==> src/rtl/matrix_coprocessor_seq.sv <==
// Sequential matrix coprocessor: element-wise add/sub with saturation or
// sum-of-products convolution, one element per clock through a single lane.

module matrix_coproc_lane #(
  parameter int ELEM_W = 8,
  parameter int ACC_W  = 21
) (
  input  logic                     sub,
  input  logic signed [ELEM_W-1:0] a,
  input  logic signed [ELEM_W-1:0] b,
  input  logic signed [ACC_W-1:0]  acc_in,
  output logic signed [ELEM_W-1:0] sat,
  output logic signed [ACC_W-1:0]  acc_out
);
  logic signed [ELEM_W:0]     sum;
  logic signed [2*ELEM_W-1:0] prod;

  always_comb begin
    sum = sub ? ({a[ELEM_W-1], a} - {b[ELEM_W-1], b})
              : ({a[ELEM_W-1], a} + {b[ELEM_W-1], b});
    // top two bits disagree -> result left the ELEM_W range
    if (sum[ELEM_W] != sum[ELEM_W-1])
      sat = sum[ELEM_W] ? {1'b1, {(ELEM_W-1){1'b0}}} : {1'b0, {(ELEM_W-1){1'b1}}};
    else
      sat = sum[ELEM_W-1:0];
    prod    = a * b;
    acc_out = acc_in + {{(ACC_W-2*ELEM_W){prod[2*ELEM_W-1]}}, prod};
  end
endmodule

module matrix_coprocessor_seq #(
  parameter int ELEM_W = 8,
  parameter int MAX_N  = 5,
  parameter int ACC_W  = 21
) (
  input  logic                             clk,
  input  logic                             reset,
  input  logic                             start,
  input  logic [2:0]                       op_code,
  input  logic [1:0]                       matrix_size,
  input  logic [MAX_N*MAX_N*ELEM_W-1:0]    matrix_a,
  input  logic [MAX_N*MAX_N*ELEM_W-1:0]    matrix_b,
  output logic                             busy,
  output logic                             process_done,
  output logic                             op_error,
  output logic [MAX_N*MAX_N*ELEM_W-1:0]    result_final
);
  localparam int NE = MAX_N*MAX_N;
  localparam int BW = NE*ELEM_W;
  localparam int CW = $clog2(MAX_N+1);
  localparam int IW = $clog2(NE);
  localparam logic [2:0] OP_ADD = 3'b000, OP_SUB = 3'b001, OP_CONV = 3'b111;

  typedef enum logic [1:0] {IDLE, RUN, DONE} state_t;
  typedef struct packed {
    logic [2:0]    op;
    logic [CW-1:0] n;
  } cfg_t;

  state_t            state, state_n;
  cfg_t              cfg_q;
  logic              err_q, accept, valid_op, last;
  logic [CW-1:0]     n_in, row, col;
  logic [IW-1:0]     idx;
  logic [BW-1:0]     a_q, b_q, work_q, work_nx;
  logic [ELEM_W-1:0] a_el, b_el, sat;
  logic [ACC_W-1:0]  acc_q, acc_nx;

  assign valid_op = (op_code == OP_ADD) || (op_code == OP_SUB) || (op_code == OP_CONV);
  assign n_in     = (int'(matrix_size) + 2 > MAX_N) ? CW'(MAX_N) : CW'(int'(matrix_size) + 2);
  assign idx      = IW'(int'(row) * MAX_N + int'(col));
  assign a_el     = a_q[int'(idx)*ELEM_W +: ELEM_W];
  assign b_el     = b_q[int'(idx)*ELEM_W +: ELEM_W];
  assign last     = (row == cfg_q.n - CW'(1)) && (col == cfg_q.n - CW'(1));

  matrix_coproc_lane #(.ELEM_W(ELEM_W), .ACC_W(ACC_W)) u_lane (
    .sub     (cfg_q.op == OP_SUB),
    .a       (a_el),
    .b       (b_el),
    .acc_in  (acc_q),
    .sat     (sat),
    .acc_out (acc_nx)
  );

  always_comb begin
    work_nx = work_q;
    work_nx[int'(idx)*ELEM_W +: ELEM_W] = sat;
  end

  always_comb begin
    state_n      = state;
    accept       = 1'b0;
    busy         = 1'b0;
    process_done = 1'b0;
    op_error     = 1'b0;
    case (state)
      IDLE, DONE: begin
        process_done = (state == DONE);
        op_error     = (state == DONE) && err_q;
        if (start) begin
          accept  = 1'b1;
          state_n = valid_op ? RUN : DONE;
        end else if (state == DONE) begin
          state_n = IDLE;
        end
      end
      RUN: begin
        busy = 1'b1;
        if (last) state_n = DONE;
      end
      default: state_n = IDLE;
    endcase
  end

  always_ff @(posedge clk) begin
    if (reset) begin
      state        <= IDLE;
      cfg_q        <= '0;
      err_q        <= 1'b0;
      a_q          <= '0;
      b_q          <= '0;
      acc_q        <= '0;
      work_q       <= '0;
      row          <= '0;
      col          <= '0;
      result_final <= '0;
    end else begin
      state <= state_n;
      if (accept) begin
        if (valid_op) begin
          cfg_q  <= '{op: op_code, n: n_in};
          a_q    <= matrix_a;
          b_q    <= matrix_b;
          acc_q  <= '0;
          work_q <= '0;
          row    <= '0;
          col    <= '0;
          err_q  <= 1'b0;
        end else begin
          // invalid op skips RUN and reports an all-zero result
          err_q        <= 1'b1;
          result_final <= '0;
        end
      end else if (state == RUN) begin
        acc_q  <= acc_nx;
        work_q <= work_nx;
        if (col == cfg_q.n - CW'(1)) begin
          col <= '0;
          row <= row + CW'(1);
        end else begin
          col <= col + CW'(1);
        end
        if (last)
          result_final <= (cfg_q.op == OP_CONV)
                          ? {{(BW-ACC_W){acc_nx[ACC_W-1]}}, acc_nx}
                          : work_nx;
      end
    end
  end
endmodule

==> config.mk <==
export PLATFORM = sky130hd
export DESIGN_NAME = matrix_coprocessor_seq
export DESIGN_NICKNAME = d
export VERILOG_FILES = /design/src/rtl/matrix_coprocessor_seq.sv
export SDC_FILE = /design/constraint.sdc
export NUM_CORES = 2
export LEC_CHECK = 0
export ABC_AREA = 1
export CORE_ASPECT_RATIO = 0.75
export CORE_MARGIN = 3
export CORE_UTILIZATION = 25
export CTS_CLUSTER_DIAMETER = 50
export DETAILED_ROUTE_END_ITERATION = 16
export GPL_TIMING_DRIVEN = 0
export HOLD_SLACK_MARGIN = 0.08
export PLACE_DENSITY = 0.54
export RECOVER_POWER = 25
export REMOVE_ABC_BUFFERS = 1
export SLEW_MARGIN = 20
export SYNTH_ARGS = -nofsm -noshare
export SYNTH_HDL_FRONTEND = slang
export SYNTH_SLANG_ARGS = --single-unit
==> constraint.sdc <==
create_clock -name clk -period 11.7 [get_ports clk]
set_input_delay 2.925 -clock clk [delete_from_list [all_inputs] [get_ports clk]]
set_output_delay 2.925 -clock clk [all_outputs]
set_load 0.01 [all_outputs]
== Yosys cells after proc, flatten, opt, wreduce, memory -nomap -nowiden ==
Cells that the tools add are included.
Word-level totals
  memories: 0
  register bits after elaboration: 836
  word-level logic and storage cells: 89
  latch bits: 0
  ROM bits: 0
  RAM bits: 0
  bits of input ports: 408
Operators by class
  shifts and indexed selects: 4
  multiplexer cells: 34
  $add $sub $neg: 9
  bitwise logic cells: 0
  equal/unequal tests: 13
  divide/modulo/power cells: 0
  reductions and logical operators: 15
  $lt $le $gt $ge: 1
  $mul: 2
Operator list (count)
  $mux 200: 8
  $shiftx 200x9->8: 2
  $bwmux 200: 1
  $shift 8x33->200 const A: 1
  $shiftx 8x33->200: 1
  $mux 21: 3
  $neg 8->33: 1
  $gt 32x4->1 const B: 1
  $mux 3: 8
  $add 21x21->21: 1
  $mul 8x8->16: 1
  $mux 8: 2
  $add 8x8->9: 1
  $mux 9: 1
  $sub 8x8->9: 1
  $mux 2: 4
  $add 3x1->3 const B: 2
  $eq 3x1->1 const B: 2
  $eq 3x3->1: 2
  $eq 3x3->1 const B: 2
  $mux 1: 6
  $reduce_and 2->1: 3
  $reduce_and 3->1: 2
  $reduce_bool 2->1: 3
  other kinds (16): 19

== Depth between registers and ports, before layout ==
  depth in word-level cells: 13
  gate-level depth with buffers: 47
  depth with buffers taken out: 42

== Cells and area by module ==
From an unflattened synthesis, not the netlist that was laid out.
Second synthesis, totals
  cell total of the unflattened synthesis: 5940
  area, all modules: 41403.5 sq um
By module, submodules not included
  matrix_coprocessor_seq: area each 36612.6 sq um, cells each 5198, times used 1
  matrix_coproc_lane: area each 4790.8 sq um, cells each 742, times used 1

== Worst setup path after synthesis ==
OpenSTA, ideal clock, no wires.
  kind: flip-flop to flip-flop
  start: register row[0]
  end: register result_final[100]
  cell stages (with the launch flop): 43
  setup slack: 2.252 ns
  data arrival time: 9.377 ns
  clock period less this slack: 9.448 ns
  path buffers: 6
  library setup time: 0.070 ns
  cell sequence: dfxtp_1 -> ha_1 -> ha_1 -> fa_1 -> buf_4 -> inv_2 -> buf_1 -> clkbuf_1 -> clkbuf_1 -> a21oi_1 -> a221oi_1 -> a21o_1 -> inv_1 -> o21ai_1 -> nand2_1 -> fa_1 -> fa_1 -> inv_1 -> (+7 left out) -> a21oi_1 -> o21ai_0 -> a21o_1 -> a21oi_1 -> xor2_1 -> inv_1 -> ha_1 -> a21oi_1 -> o21ai_0 -> a2111oi_0 -> nand3_1 -> xnor2_1 -> xnor2_1 -> a21boi_2 -> buf_2 -> buf_2 -> nand2_1 -> a21oi_1
Between the ends
  cells in the longest elaborated chain, start to end: 13
RTL lines
  start, declared: RTL line 63  | logic [CW-1:0] n_in, row, col;
  start signal, assigned: RTL line 149  | row <= row + CW'(1);
  parallel branches: the longest is 13 deep, another holds $add 21x21->21
  end signal, assigned: RTL line 154  | result_final <= (cfg_q.op == OP_CONV)
  end, declared: RTL line 46  | output logic [MAX_N*MAX_N*ELEM_W-1:0] result_final
Parallel ways; which one is timed is not known. The select of a mux whose other input is x is not followed.
A chain may end at the register's enable or synchronous reset.

== Worst setup path after layout ==
  start: register row[0]
  end: register result_final[134]
The elaborated chain is that of the path after synthesis.

==> run summary <==
most used cell along the critical path -> inv_1
area of the multi-input gates -> 21900 sq um
layout cells sized above 1 -> 0.0638
nets -> 6882
RSZ-0062 raised after global routing -> false
leakage -> 22.4 nW
Area after DPL -> 50300 sq um
Post-Syn Instances -> 5938
initial antenna violation count -> 30
RePlAce Congestion -> 0.802
minimum clock period -> 10.67 ns
Hold Path Class -> reg -> reg
CTS tree -> built
Hold Crit Start -> b_q[42]
part of the cycle the worst path needs -> 0.912
CP max FO -> 36
hold path depth -> 2
DIE AREA -> 169000 sq um
Die Span Y -> 357 um
CP Capture Type -> flip-flop
number of I/O port buffers -> 610
fin cells -> 8598
ANT nets after route -> 0
status -> finished with violations
Fmax -> 0.0938 GHz
std cell rows -> 128
FF-to-FF path depth -> 45
crit path DAT -> 11.34 ns
pin count of the biggest net entering global routing -> 146
Mean Syn Cell Area -> 6.92 sq um
Synth Flop Type -> dfxtp_1
Maximum Capacitance Violations -> 3
vias in the first global route -> 39200
slowest stage delay, CP -> 0.91 ns
most common cell after layout, fill and taps aside -> nand2_1
Async S/R FF share, synth -> 0
Ports -> 611
Via density -> 4.75
Yosys warnings -> 0
detailed placer's ending HPWL -> 109000 um
flop2flop setup slack -> 1.03 ns
most frequent cells in the layout -> nand2_1 (1598), nor2_1 (917), dfxtp_1 (836), a21oi_1 (595), o21ai_0 (478)
Hold Fails Final Rpt -> 0
r2r endpoint -> result_final[134]
Die W -> 474 um
register area -> 16700 sq um
fillers -> 17200
Layout area overhead -> 31.5%
Synth Cell Area -> 41100 sq um
initial core utilization -> 0.252
violated checks -> max-capacitance violations, max-slew violations
PwrDens -> 168 nW/um^2
max-slew violation count -> 227
Root Buffer -> clkbuf_16
worst skew pair latency -> 0.75 ns
measured slew at the worst slew-check pin -> 3.81 ns
Yosys reg bits -> 836
number of flops mapped to enable cells by yosys -> 0
WHS Endpoint -> b_q[42]
critical path launch point type -> flip-flop
Distinct cells, synth -> 62
worst r2r src -> row[0]
CTS max path bufs -> 3
gr usage total -> 0.180
Post-Route WL -> 158000 um
Setup Skew -> 0.0477 ns
critical path class -> reg -> reg
Seq/Total Area, Yosys -> 0.407
Placed Cells incl. Taps -> 8372
Worst-path clk slew -> 0.06 ns
first-pass GRT wire length -> 238000 um
Clock Sinks -> 836
Core Footprint -> 163000 sq um
Required @ worst endpoint -> 12.37 ns
via count -> 40800
Pwr Total -> 9.07 mW
Final Cell Area -> 54000 sq um
GR Overflow Total -> 0
# DRC -> 0
accumulated negative setup slack -> 0 ns
Setup violations, final -> 0
DR WL/cell -> 18.4 um
cts bufs inserted -> 102
peak supply drop -> 0.120 mV
slowest CP cell -> fa_4
H-tree Lvls -> 3
Slew HR -> -1.55
DRT Pass-1 Iters -> 6
Starting DRT DRC Count -> 3366
## layer usage
layer	track usage	routed length (um)
met1	0.245	72000
met5	0	13
met4	0.0630	4400
met3	0.0293	8120
met2	0.288	73300
## stage by stage
step	setup slack (ns)	util	hold slack, ns
6_report	1.03	0.332	0.452
5_1_grt	0.148	0.332	0.470
4_1_cts	0.0213	0.331	0.456
3_5_place_dp	-0.362	0.309	0.447
3_3_place_gp	-83.16	0.296	0.437
2_1_floorplan	-19.17	-	0.430
## cell type report
cell class,instances,area share
inverter,235,0.0174
clock buffer,134,0.0530
antenna,27,0.00125
clock inverter,57,0.0130
tap,2145,0.0497
sequential,836,0.310
timing repair buffer,701,0.150
multi-input combinational,4463,0.405
## flip-flops by register name, indices dropped and copies added, names as in the netlist
signal	flops
result_final	200
col	3
err_q	1
state	2
cfg_q	6
acc_q	21
a_q	200
b_q	200
row	3
work_q	200
## worst max path at each step
stage / startpoint / to / depth (start not counted)
floorplan: op_code[2] / state[0] / 6
global placement: op_code[2] / state[0] / 8
detailed placement: row[0] / result_final[134] / 41
CTS: row[0] / result_final[134] / 41
global route: row[0] / result_final[134] / 43
finish: row[0] / result_final[134] / 45
## worst max-delay path, delay by kind of cell (launching register included)
family                     cells  cell delay [ns]
AOI/OAI and AO/OA             12             2.73
xor gates and xnor gates       3             0.58
adders and majority gates      9             4.16
buffers and inverters         14             1.87
DFF                            1             0.49
and+or+nand+nor                7             0.70
## cell usage after synthesis, types with 4 or more instances
cell       number  area [sq um]
nor3_1         16          80.1
a21oi_1       596          2980
a221o_1        10           100
buf_4          11          82.6
nor2_4         19           214
buf_6           8          90.1
fa_1           58          1160
nand4_4         7           149
nand3_1       317          1590
clkbuf_1      294          1100
o21ai_1        64           320
o21ai_0       482          2410
o311ai_0       11          96.3
a2bb2oi_1      10          87.6
o211ai_1       25           188
clkinv_1       14          52.6
nand2_1      1598          6000
a22oi_1        33           248
or2_2          25           156
a32o_1          4          40.0
a21o_1          7          52.6
nand2_2        21           131
buf_2          58           290
dfxtp_1       836         16700
mux2i_1         5          50.1
o21a_1         16           120
xor2_1         26           228
nand2_4         5          56.3
buf_1          29           109
nor2_1        920          3450
ha_1           77           963
inv_1         208           781
nor2_2         12          75.1
inv_2          11          41.3
or2_1          36           225
xnor2_1        25           219
## cell families (layout without fill, tap and decap cells)
logic type / after synthesis / in the layout / synth area share
other cells: 0 / 27 / 0
fa+ha+maj: 135 / 135 / 0.0517
buf+inv: 639 / 1127 / 0.0635
xor+xnor: 53 / 53 / 0.0117
simple gates: 2990 / 2990 / 0.298
flops: 836 / 836 / 0.407
compound gates: 1280 / 1280 / 0.166
mux: 5 / 5 / 0.00122
## what timing repair did
item,CTS,global route
gates resized for setup,4,14
gates cloned,0,0
setup endpoints to repair,111,179
pin swaps,0,5
setup buffers,0,8
hold buffers,0,0
## report_power, final
part	leakage, nW	switching, mW	internal [mW]
Sequential	6.79	0.0526	2.96
Clock	1.75	1.41	1.96
Combinational	13.9	1.76	0.925
No activity file was read; power rests on OpenSTA's default activity.
